$ cat src/rtl/ext_pkg.sv
// Shared constants for the immediate extender and its inverse encoder:
// EOp codes and the encoder FSM state encoding.
package ext_pkg;

    localparam logic [1:0] EOP_SEXT = 2'b00;
    localparam logic [1:0] EOP_ZEXT = 2'b01;
    localparam logic [1:0] EOP_LUI  = 2'b10;
    localparam logic [1:0] EOP_BR   = 2'b11;

    localparam logic [2:0] ST_IDLE     = 3'd0;
    localparam logic [2:0] ST_CHECK    = 3'd1;
    localparam logic [2:0] ST_EMIT     = 3'd2;
    localparam logic [2:0] ST_SPLIT_HI = 3'd3;
    localparam logic [2:0] ST_SPLIT_LO = 3'd4;
    localparam logic [2:0] ST_ERR      = 3'd5;

endpackage

$ cat src/rtl/imm_encoder_if.sv
// Constant-in / encoded-word-out handshake bundle of the immediate encoder.
interface imm_encoder_if;
    logic        in_valid;
    logic        in_ready;
    logic [31:0] in_value;
    logic [3:0]  in_mask;
    logic        out_valid;
    logic        out_ready;
    logic [15:0] out_imm;
    logic [1:0]  out_eop;
    logic        out_last;
    logic        out_err;

    modport master (
        output in_valid, in_value, in_mask, out_ready,
        input  in_ready, out_valid, out_imm, out_eop, out_last, out_err
    );

    modport slave (
        input  in_valid, in_value, in_mask, out_ready,
        output in_ready, out_valid, out_imm, out_eop, out_last, out_err
    );
endinterface

$ cat src/rtl/imm_encoder_fit.sv
// Combinational fit rule for one EOp: does value re-extend exactly from a
// 16-bit immediate under this mode, and if so which immediate.
module imm_fit_check
    import ext_pkg::*;
(
    input  logic [31:0] value,
    input  logic [1:0]  eop,
    output logic        fits,
    output logic [15:0] imm
);

    // Evaluate the selected extension mode against the constant
    always_comb begin
        fits = 1'b0;
        imm  = 16'h0000;
        case (eop)
            EOP_SEXT: begin
                fits = (&value[31:15]) | ~(|value[31:15]);
                imm  = value[15:0];
            end
            EOP_ZEXT: begin
                fits = ~(|value[31:16]);
                imm  = value[15:0];
            end
            EOP_LUI: begin
                fits = ~(|value[15:0]);
                imm  = value[31:16];
            end
            EOP_BR: begin
                fits = ~(|value[1:0]) & ((&value[31:17]) | ~(|value[31:17]));
                imm  = value[17:2];
            end
            default: begin
                fits = 1'b0;
                imm  = 16'h0000;
            end
        endcase
    end

endmodule

$ cat src/rtl/imm_encoder.sv
// Finds an immediate/EOp pair that the extender expands to the given constant,
// falling back to a LUI+ORI pair or an error word.
module imm_encoder
    import ext_pkg::*;
#(
    parameter bit ENABLE_SPLIT = 1'b1
) (
    input  logic           clk,
    input  logic           reset_n,
    imm_encoder_if.slave   bus
);

    logic [2:0]  state_r, state_s;
    logic [1:0]  idx_r, idx_s;
    logic [31:0] value_r, value_s;
    logic [3:0]  mask_r, mask_s;
    logic        res_vld_r, res_vld_s;
    logic        res_hit_r, res_hit_s;
    logic [15:0] res_imm_r, res_imm_s;
    logic [1:0]  res_idx_r, res_idx_s;
    logic        ready_r, ready_s;
    logic        valid_r, valid_s;
    logic [15:0] imm_r, imm_s;
    logic [1:0]  eop_r, eop_s;
    logic        last_r, last_s;
    logic        err_r, err_s;
    logic        fit_s;
    logic [15:0] fit_imm_s;

    imm_fit_check u_fit (
        .value (value_r),
        .eop   (idx_r),
        .fits  (fit_s),
        .imm   (fit_imm_s)
    );

    // Next-state logic; each fit result is registered and acted on one cycle later
    always_comb begin
        state_s   = state_r;
        idx_s     = idx_r;
        value_s   = value_r;
        mask_s    = mask_r;
        res_vld_s = res_vld_r;
        res_hit_s = res_hit_r;
        res_imm_s = res_imm_r;
        res_idx_s = res_idx_r;
        valid_s   = valid_r;
        imm_s     = imm_r;
        eop_s     = eop_r;
        last_s    = last_r;
        err_s     = err_r;
        case (state_r)
            ST_IDLE: begin
                if (bus.in_valid) begin
                    state_s   = ST_CHECK;
                    value_s   = bus.in_value;
                    mask_s    = bus.in_mask;
                    idx_s     = 2'd0;
                    res_vld_s = 1'b0;
                end else begin
                    state_s = ST_IDLE;
                end
            end
            ST_CHECK: begin
                res_vld_s = 1'b1;
                res_hit_s = mask_r[idx_r] & fit_s;
                res_imm_s = fit_imm_s;
                res_idx_s = idx_r;
                if (idx_r != 2'd3) begin
                    idx_s = idx_r + 2'd1;
                end else begin
                    idx_s = idx_r;
                end
                if (res_vld_r && res_hit_r) begin
                    state_s   = ST_EMIT;
                    res_vld_s = 1'b0;
                    valid_s   = 1'b1;
                    imm_s     = res_imm_r;
                    eop_s     = res_idx_r;
                    last_s    = 1'b1;
                    err_s     = 1'b0;
                end else if (res_vld_r && (res_idx_r == 2'd3)) begin
                    res_vld_s = 1'b0;
                    valid_s   = 1'b1;
                    if (ENABLE_SPLIT && mask_r[EOP_LUI] && mask_r[EOP_ZEXT]) begin
                        state_s = ST_SPLIT_HI;
                        imm_s   = value_r[31:16];
                        eop_s   = EOP_LUI;
                        last_s  = 1'b0;
                        err_s   = 1'b0;
                    end else begin
                        state_s = ST_ERR;
                        imm_s   = 16'h0000;
                        eop_s   = EOP_SEXT;
                        last_s  = 1'b1;
                        err_s   = 1'b1;
                    end
                end else begin
                    state_s = ST_CHECK;
                end
            end
            ST_SPLIT_HI: begin
                if (bus.out_ready) begin
                    state_s = ST_SPLIT_LO;
                    imm_s   = value_r[15:0];
                    eop_s   = EOP_ZEXT;
                    last_s  = 1'b1;
                    err_s   = 1'b0;
                end else begin
                    state_s = ST_SPLIT_HI;
                end
            end
            ST_EMIT, ST_SPLIT_LO, ST_ERR: begin
                if (bus.out_ready) begin
                    state_s = ST_IDLE;
                    valid_s = 1'b0;
                    imm_s   = 16'h0000;
                    eop_s   = EOP_SEXT;
                    last_s  = 1'b0;
                    err_s   = 1'b0;
                end else begin
                    state_s = state_r;
                end
            end
            default: begin
                state_s = ST_IDLE;
                valid_s = 1'b0;
                imm_s   = 16'h0000;
                eop_s   = EOP_SEXT;
                last_s  = 1'b0;
                err_s   = 1'b0;
            end
        endcase
        ready_s = (state_s == ST_IDLE);
    end

    // State and output registers
    always_ff @(posedge clk or negedge reset_n) begin
        if (!reset_n) begin
            state_r   <= ST_IDLE;
            idx_r     <= 2'd0;
            value_r   <= 32'h0000_0000;
            mask_r    <= 4'h0;
            res_vld_r <= 1'b0;
            res_hit_r <= 1'b0;
            res_imm_r <= 16'h0000;
            res_idx_r <= 2'd0;
            ready_r   <= 1'b1;
            valid_r   <= 1'b0;
            imm_r     <= 16'h0000;
            eop_r     <= 2'b00;
            last_r    <= 1'b0;
            err_r     <= 1'b0;
        end else begin
            state_r   <= state_s;
            idx_r     <= idx_s;
            value_r   <= value_s;
            mask_r    <= mask_s;
            res_vld_r <= res_vld_s;
            res_hit_r <= res_hit_s;
            res_imm_r <= res_imm_s;
            res_idx_r <= res_idx_s;
            ready_r   <= ready_s;
            valid_r   <= valid_s;
            imm_r     <= imm_s;
            eop_r     <= eop_s;
            last_r    <= last_s;
            err_r     <= err_s;
        end
    end

    assign bus.in_ready  = ready_r;
    assign bus.out_valid = valid_r;
    assign bus.out_imm   = imm_r;
    assign bus.out_eop   = eop_r;
    assign bus.out_last  = last_r;
    assign bus.out_err   = err_r;

endmodule

$ cat src/flat_wrapper.sv
// flat-port wrapper written by rule: the top's interface ports become plain ports
module imm_encoder_flat import ext_pkg::*;
#(
    parameter bit ENABLE_SPLIT = 1'b1
)
  (clk, reset_n, bus_in_valid, bus_in_value, bus_in_mask, bus_out_ready, bus_in_ready, bus_out_valid, bus_out_imm, bus_out_eop, bus_out_last, bus_out_err);
  imm_encoder_if bus_i ();
  input  logic clk;
  input  logic reset_n;
  input wire logic [$bits(bus_i.in_valid)-1:0] bus_in_valid;
  input wire logic [$bits(bus_i.in_value)-1:0] bus_in_value;
  input wire logic [$bits(bus_i.in_mask)-1:0] bus_in_mask;
  input wire logic [$bits(bus_i.out_ready)-1:0] bus_out_ready;
  output wire logic [$bits(bus_i.in_ready)-1:0] bus_in_ready;
  output wire logic [$bits(bus_i.out_valid)-1:0] bus_out_valid;
  output wire logic [$bits(bus_i.out_imm)-1:0] bus_out_imm;
  output wire logic [$bits(bus_i.out_eop)-1:0] bus_out_eop;
  output wire logic [$bits(bus_i.out_last)-1:0] bus_out_last;
  output wire logic [$bits(bus_i.out_err)-1:0] bus_out_err;
  assign bus_i.in_valid = bus_in_valid;
  assign bus_i.in_value = bus_in_value;
  assign bus_i.in_mask = bus_in_mask;
  assign bus_i.out_ready = bus_out_ready;
  assign bus_in_ready = bus_i.in_ready;
  assign bus_out_valid = bus_i.out_valid;
  assign bus_out_imm = bus_i.out_imm;
  assign bus_out_eop = bus_i.out_eop;
  assign bus_out_last = bus_i.out_last;
  assign bus_out_err = bus_i.out_err;
  imm_encoder #(.ENABLE_SPLIT(ENABLE_SPLIT)) u_core (.clk(clk), .reset_n(reset_n), .bus(bus_i));
endmodule
$ cat config.mk
export PLATFORM = sky130hd
export DESIGN_NAME = imm_encoder_flat
export DESIGN_NICKNAME = d
export VERILOG_FILES = /design/src/rtl/ext_pkg.sv /design/src/rtl/imm_encoder_if.sv /design/src/rtl/imm_encoder_fit.sv /design/src/rtl/imm_encoder.sv /design/src/flat_wrapper.sv
export SDC_FILE = /design/constraint.sdc
export NUM_CORES = 1
export LEC_CHECK = 0
export CAP_MARGIN = 20
export CORE_ASPECT_RATIO = 1.2
export CORE_MARGIN = 5
export CORE_UTILIZATION = 54
export CTS_CLUSTER_DIAMETER = 100
export DETAILED_ROUTE_END_ITERATION = 12
export GPL_TIMING_DRIVEN = 0
export PLACE_DENSITY = 0.81
export SYNTH_ARGS = -nofsm -noshare
export SYNTH_HDL_FRONTEND = slang
export SYNTH_SLANG_ARGS = --single-unit
export TNS_END_PERCENT = 1
$ cat constraint.sdc
create_clock -name clk -period 2.3 [get_ports clk]
set_clock_uncertainty 0.05 [all_clocks]
set_input_delay 0.345 -clock clk [delete_from_list [all_inputs] [get_ports clk]]
set_output_delay 0.345 -clock clk [all_outputs]
set_load 0.01 [all_outputs]
# Word level (Yosys, flattened, before mapping)
# Cells that the tools add are included.
# op_classes
addsub	1
order_cmp	1
eq_ne	16
mux	41
bitwise	11
n_reduce_logical	24
# ops
operator	n
$mux W16	5
$pmux W16 S4	1
$pmux W16 S3	1
$reduce_or A16 Y1	2
$reduce_and A17 Y1	1
$reduce_or A17 Y1	1
$mux W3	5
$reduce_and A15 Y1	1
$reduce_or A15 Y1	1
$mux W2	7
$mux W1	13
$pmux W3 S4	1
$reduce_and A3 Y1	3
$ne A2 B2 Y1 const B	4
$pmux W1 S4	2
$pmux W2 S4	1
$not A1 Y1	7
$eq A2 B2 Y1 const B	3
$eq A3 B2 Y1 const B	2
$eq A3 B3 Y1 const B	2
$logic_not A3 Y1	2
$pmux W1 S3	2
$reduce_or A2 Y1	3
$ne A2 B1 Y1 const B	2
17 further kinds	22
# totals
ff_bits	83
in_bits	40
output_inout_bits	22
wordCells	108

# Logic depth before layout (Yosys ltp)
# depth
depth_word	6
depth_mapped	7
mapped_depth_nobuf	6

# Cells and area by module
# From an unflattened synthesis, not the netlist that was laid out.
# unflattened
cells_unflattened	343
area_unflattened_um2	4092.7
# modules_own_cells
module	instances	cells_per_inst	area_per_inst_um2	seq_area_each_um2
imm_encoder	1	265	3604.7	2078.2
imm_fit_check	1	78	488.0	0.0

# Worst setup path before layout
# OpenSTA, ideal clock, no wires.
# synth_path
path_kind	register to register
startpoint	register u_core.idx_r[0]
endpoint	register u_core.res_imm_r[15]
setup_ns	0.082
arrival_time_ns	1.556
required_time_ns	2.168
path_slack_ns	0.612
path_stages_with_launch	8
n_path_buf	2
synth_period_minus_slack_ns	1.688
path_cell_list	dfrtp_1 -> inv_1 -> ha_1 -> clkbuf_1 -> nor2_1 -> buf_2 -> nand2_1 -> a31oi_1
# synth_between
elab_chain_len	3
word_cells_on_any_way	6
classes_between	eq/ne (3); mux (1); reduce/logical (2)
# synth_rtl
item	line	source
from (decl)	imm_encoder.sv:14	logic [1:0] idx_r, idx_s;
from (signal assigned)	imm_encoder.sv:156	idx_r <= idx_s;
$eq A2 B1 Y1 or $logic_not A2 Y1 (tied branches)	imm_encoder_fit.sv:16	case (eop)
$reduce_or A2 Y1 (no line)	--	
$pmux W16 S3 *	imm_encoder_fit.sv:16	
to (signal assigned)	imm_encoder.sv:161	res_imm_r <= res_imm_s;
to (decl)	imm_encoder.sv:19	logic [15:0] res_imm_r, res_imm_s;
# Mark *: on every way between the ends. The rest lies on a longest branch, timed or not.
# A chain may end at the register's enable or synchronous reset.

# Final worst setup path
# layout_path
startpoint	register u_core.idx_r[0]
endpoint	register u_core.res_imm_r[7]
# Same word-level chain as after synthesis.

==> summary.md <==
| Metric | Value |
|---|---|
| IO Pins | 62 |
| Power per cell area | 1512 nW/um^2 |
| Vias per cell | 5.952 |
| DRT antenna net count | 0 |
| Max Slew Vio Count | 0 |
| Combinational share of power | 0.446 |
| Clock Power Share | 0.163 |
| DRT Wirelength | 10.20 mm |
| Antenna diode count | 0 |
| CP required | 2.52 ns |
| Root Buffer | clkbuf_8 |
| Area of the multi-input gates | 1753 sq um |
| Post-synthesis xor/xnor area fraction | 0 |
| Grt total ovfl | 0 |
| Most common cell in the netlist | nand2_1 |
| Initial antenna violation count | 0 |
| DRT Pass-1 Iters | 6 |
| Highest Clock Rate | 0.4693 GHz |
| Prevailing post-synth register cell | dfrtp_1 |
| Worst-Skew Late Latency | 0.35 ns |
| P&R area growth vs syn | 24.95% |
| Hold buffers post-CTS | 1 |
| Hold crit path type | input port to async pin |
| Largest net degree at the start of global routing | 59 |
| TritonCTS clock tree | yes |
| Number of flops mapped to enable cells by yosys | 0 |
| Buffers added on ports | 61 |
| Minimum clock period | 2.131 ns |
| Switching Fraction | 0.4139 |
| Sequential Area | 2078 sq um |
| Cells after synthesis | 433 |
| Placed Cells | 585 |
| Synth top area cells | dfrtp_1 52%, nand2_1 14%, a22oi_1 6.0%, mux2_2 2.8%, a31oi_1 2.7% |
| Maximum clock path buffer count | 2 |
| Asr flop ratio synth | 1.000 |
| Worst setup EP type | flip-flop |
| Syn nets | 477 |
| Pre-CTS WS | 0.1029 ns |
| Outcome | finished clean |
| Fill cells | 595 |
| Kind of critical path | flip-flop to flip-flop |
| Layout cells sized above 1 | 0.09180 |
| Final setup viols | 0 |
| Number of clock sinks | 83 |
| Setup slack, reg-to-reg | 0.17 ns |
| Die height | 104 microns |
| CP Launch Type | flip-flop |
| DR vias | 3583 |
| Largest family of logic cells by synthesized area | simple AND/OR/NAND/NOR gates |
| Avg Inst Size Synth | 9.183 sq um |
| TritonCTS Buffers | 9 |
| Total chip power | 7.510 mW |
| First-iteration detailed-routing DRC count | 316 |
| Yosys warnings | 0 |
| Synth cell count leaders | 152 x nand2_1, 82 x dfrtp_1, 32 x a22oi_1 |
| Synth top area share | 0.5160 |
| CP max FO | 10 |
| Fin nets | 551 |
| Starting Density | 0.5498 |
| Post-CTS setup buffers | 0 |
| FP Rows | 34 |
| Register bit total from synthesis | 83 |
| Psw | 3.108 mW |
| Final Cycle Share | 0.9264 |
| Die Span X | 88.34 microns |
| Cell area after synthesis | 3976 sq um |
| CTS H-tree depth | 3 |
| Post-synthesis mux area share | 0.06199 |
| Actual slew at the worst max-slew pin | 0.7206 ns |
| Max Cap Viol | 0 |
| Synth Area in Adders | 0.01259 |
| RSZ-0062 raised after global routing | false |
| Yosys cell types | 44 |
| DP Wirelength | 7.394 mm |
| Fin cells | 602 |
| Core area | 7232 sq um |
| Worst setup margin | 0.1692 ns |
| Die area | 9187 sq um |
| Leak Pwr | 2.265 nW |
| Final Hold Fails | 0 |
| Int Power | 4.402 mW |
| Worst EP arrival | 2.35 ns |
| DRC violations left | 0 |
| Synth Area in Simple Gates | 0.2184 |
| Post-CTS sizing | 0 |
| Total track usage | 0.2377 |
| Post-synthesis sequential area ratio | 0.5227 |
| Clock slew at reported path FFs | 0.08 ns |
| First-pass GRT wire length | 17.11 mm |
| Peak supply drop | 0.0008399 V |
| Number of global-route vias before repair | 3540 |
| Part of the power in registers | 0.391 |
| Synth Area in Compound Gates | 0.1479 |
| Cell taking the most area after synthesis | dfrtp_1 |
| Placer Congestion | 0.9486 |
| Normalized max-slew margin | 0.5176 |
| WL/cell | 16.94 microns |
cell families (layout without fill, tap and decap cells):
| kind of cell | after synthesis | after routing |
|---|---|---|
| buf+inv | 30 | 109 |
| flops | 83 | 83 |
| simple gates | 206 | 206 |
| fa+ha+maj | 4 | 4 |
| mux | 21 | 21 |
| compound gates | 89 | 89 |
worst max-delay path, cell delays in order (launching register included):
cell	delay, ns
dfrtp_1	0.45
inv_1	0.11
ha_1	0.20
clkbuf_1	0.22
nor2_1	0.41
buf_2	0.31
nand2_1	0.10
a31oi_1	0.19
power groups by stage:
stage / registers, mW / logic [mW] / clock network, mW
final: 2.93 / 3.35 / 1.23
after global routing: 3.02 / 3.75 / 1.30
after CTS: 2.91 / 3.36 / 1.24
after detailed placement: 2.94 / 3.33 / 0
after global placement: 2.89 / 3.20 / 0
after floorplan: 2.80 / 2.16 / 0
cell type report:
class / count / share of cell area
flip-flops and latches: 83 / 0.4183
well taps: 90 / 0.02266
repair buffers: 63 / 0.1299
clock buffers: 12 / 0.02720
clock inverters: 4 / 0.01989
inverters: 4 / 0.003022
plain buffers: 26 / 0.02619
multi-input cells: 320 / 0.3528
worst paths after layout:
kind / from / end / cells past startpoint
worst max-delay path: u_core.idx_r[0] / u_core.res_imm_r[7] / 7
worst min-delay path: reset_n / u_core.state_r[1] / 2
worst max register to register: u_core.idx_r[0] / u_core.res_imm_r[7] / 7
worst min register to register: u_core.bus.out_err / u_core.bus.out_err / 1
max in group asynchronous: reset_n / u_core.bus.out_imm[5] / 3
min in group clk: u_core.bus.out_err / u_core.bus.out_err / 1
per-stage QoR:
stage / TNS [ns] / hold slack, ns / utilization / area (sq um)
3_5_place_dp: 0 / 0.2264 / 0.6533 / 4725
3_3_place_gp: -164.44 / 0.4098 / 0.6498 / 4700
6_report: 0 / 0.3843 / 0.6870 / 4969
5_1_grt: 0 / 0.4112 / 0.6870 / 4969
4_1_cts: 0 / 0.3932 / 0.6870 / 4969
2_1_floorplan: 0 / -0.0005911 / - / 3976
metal layers:
metal  routed length (microns)  GRT usage
met5                         0          0
met4                       286    0.08747
met3                       792    0.03883
met2                      5212     0.3995
met1                      3905     0.3040
cell usage in the layout (no fill, tap or decap), types with 9 or more instances in the layout:
| master | Yosys | layout |
|---|---|---|
| dfrtp_1 | 82 | 82 |
| clkbuf_1 | 10 | 13 |
| mux2_2 | 10 | 10 |
| nand2_1 | 152 | 152 |
| clkbuf_8 | 0 | 9 |
| mux2_1 | 9 | 9 |
| a31oi_1 | 17 | 17 |
| a22oi_1 | 32 | 32 |
| buf_2 | 11 | 11 |
| clkdlybuf4s50_1 | 0 | 60 |
| o21ai_0 | 18 | 18 |
| nor2_1 | 23 | 23 |
registers in the layout, indices dropped and copies added, names as in the netlist, 2 cells and up:
name	cells
u_core.bus.out_eop	2
u_core.bus.out_imm	16
u_core.idx_r	2
u_core.mask_r	4
u_core.res_idx_r	2
u_core.res_imm_r	16
u_core.state_r	3
u_core.value_r	32
No activity file was read; power rests on OpenSTA's default activity.
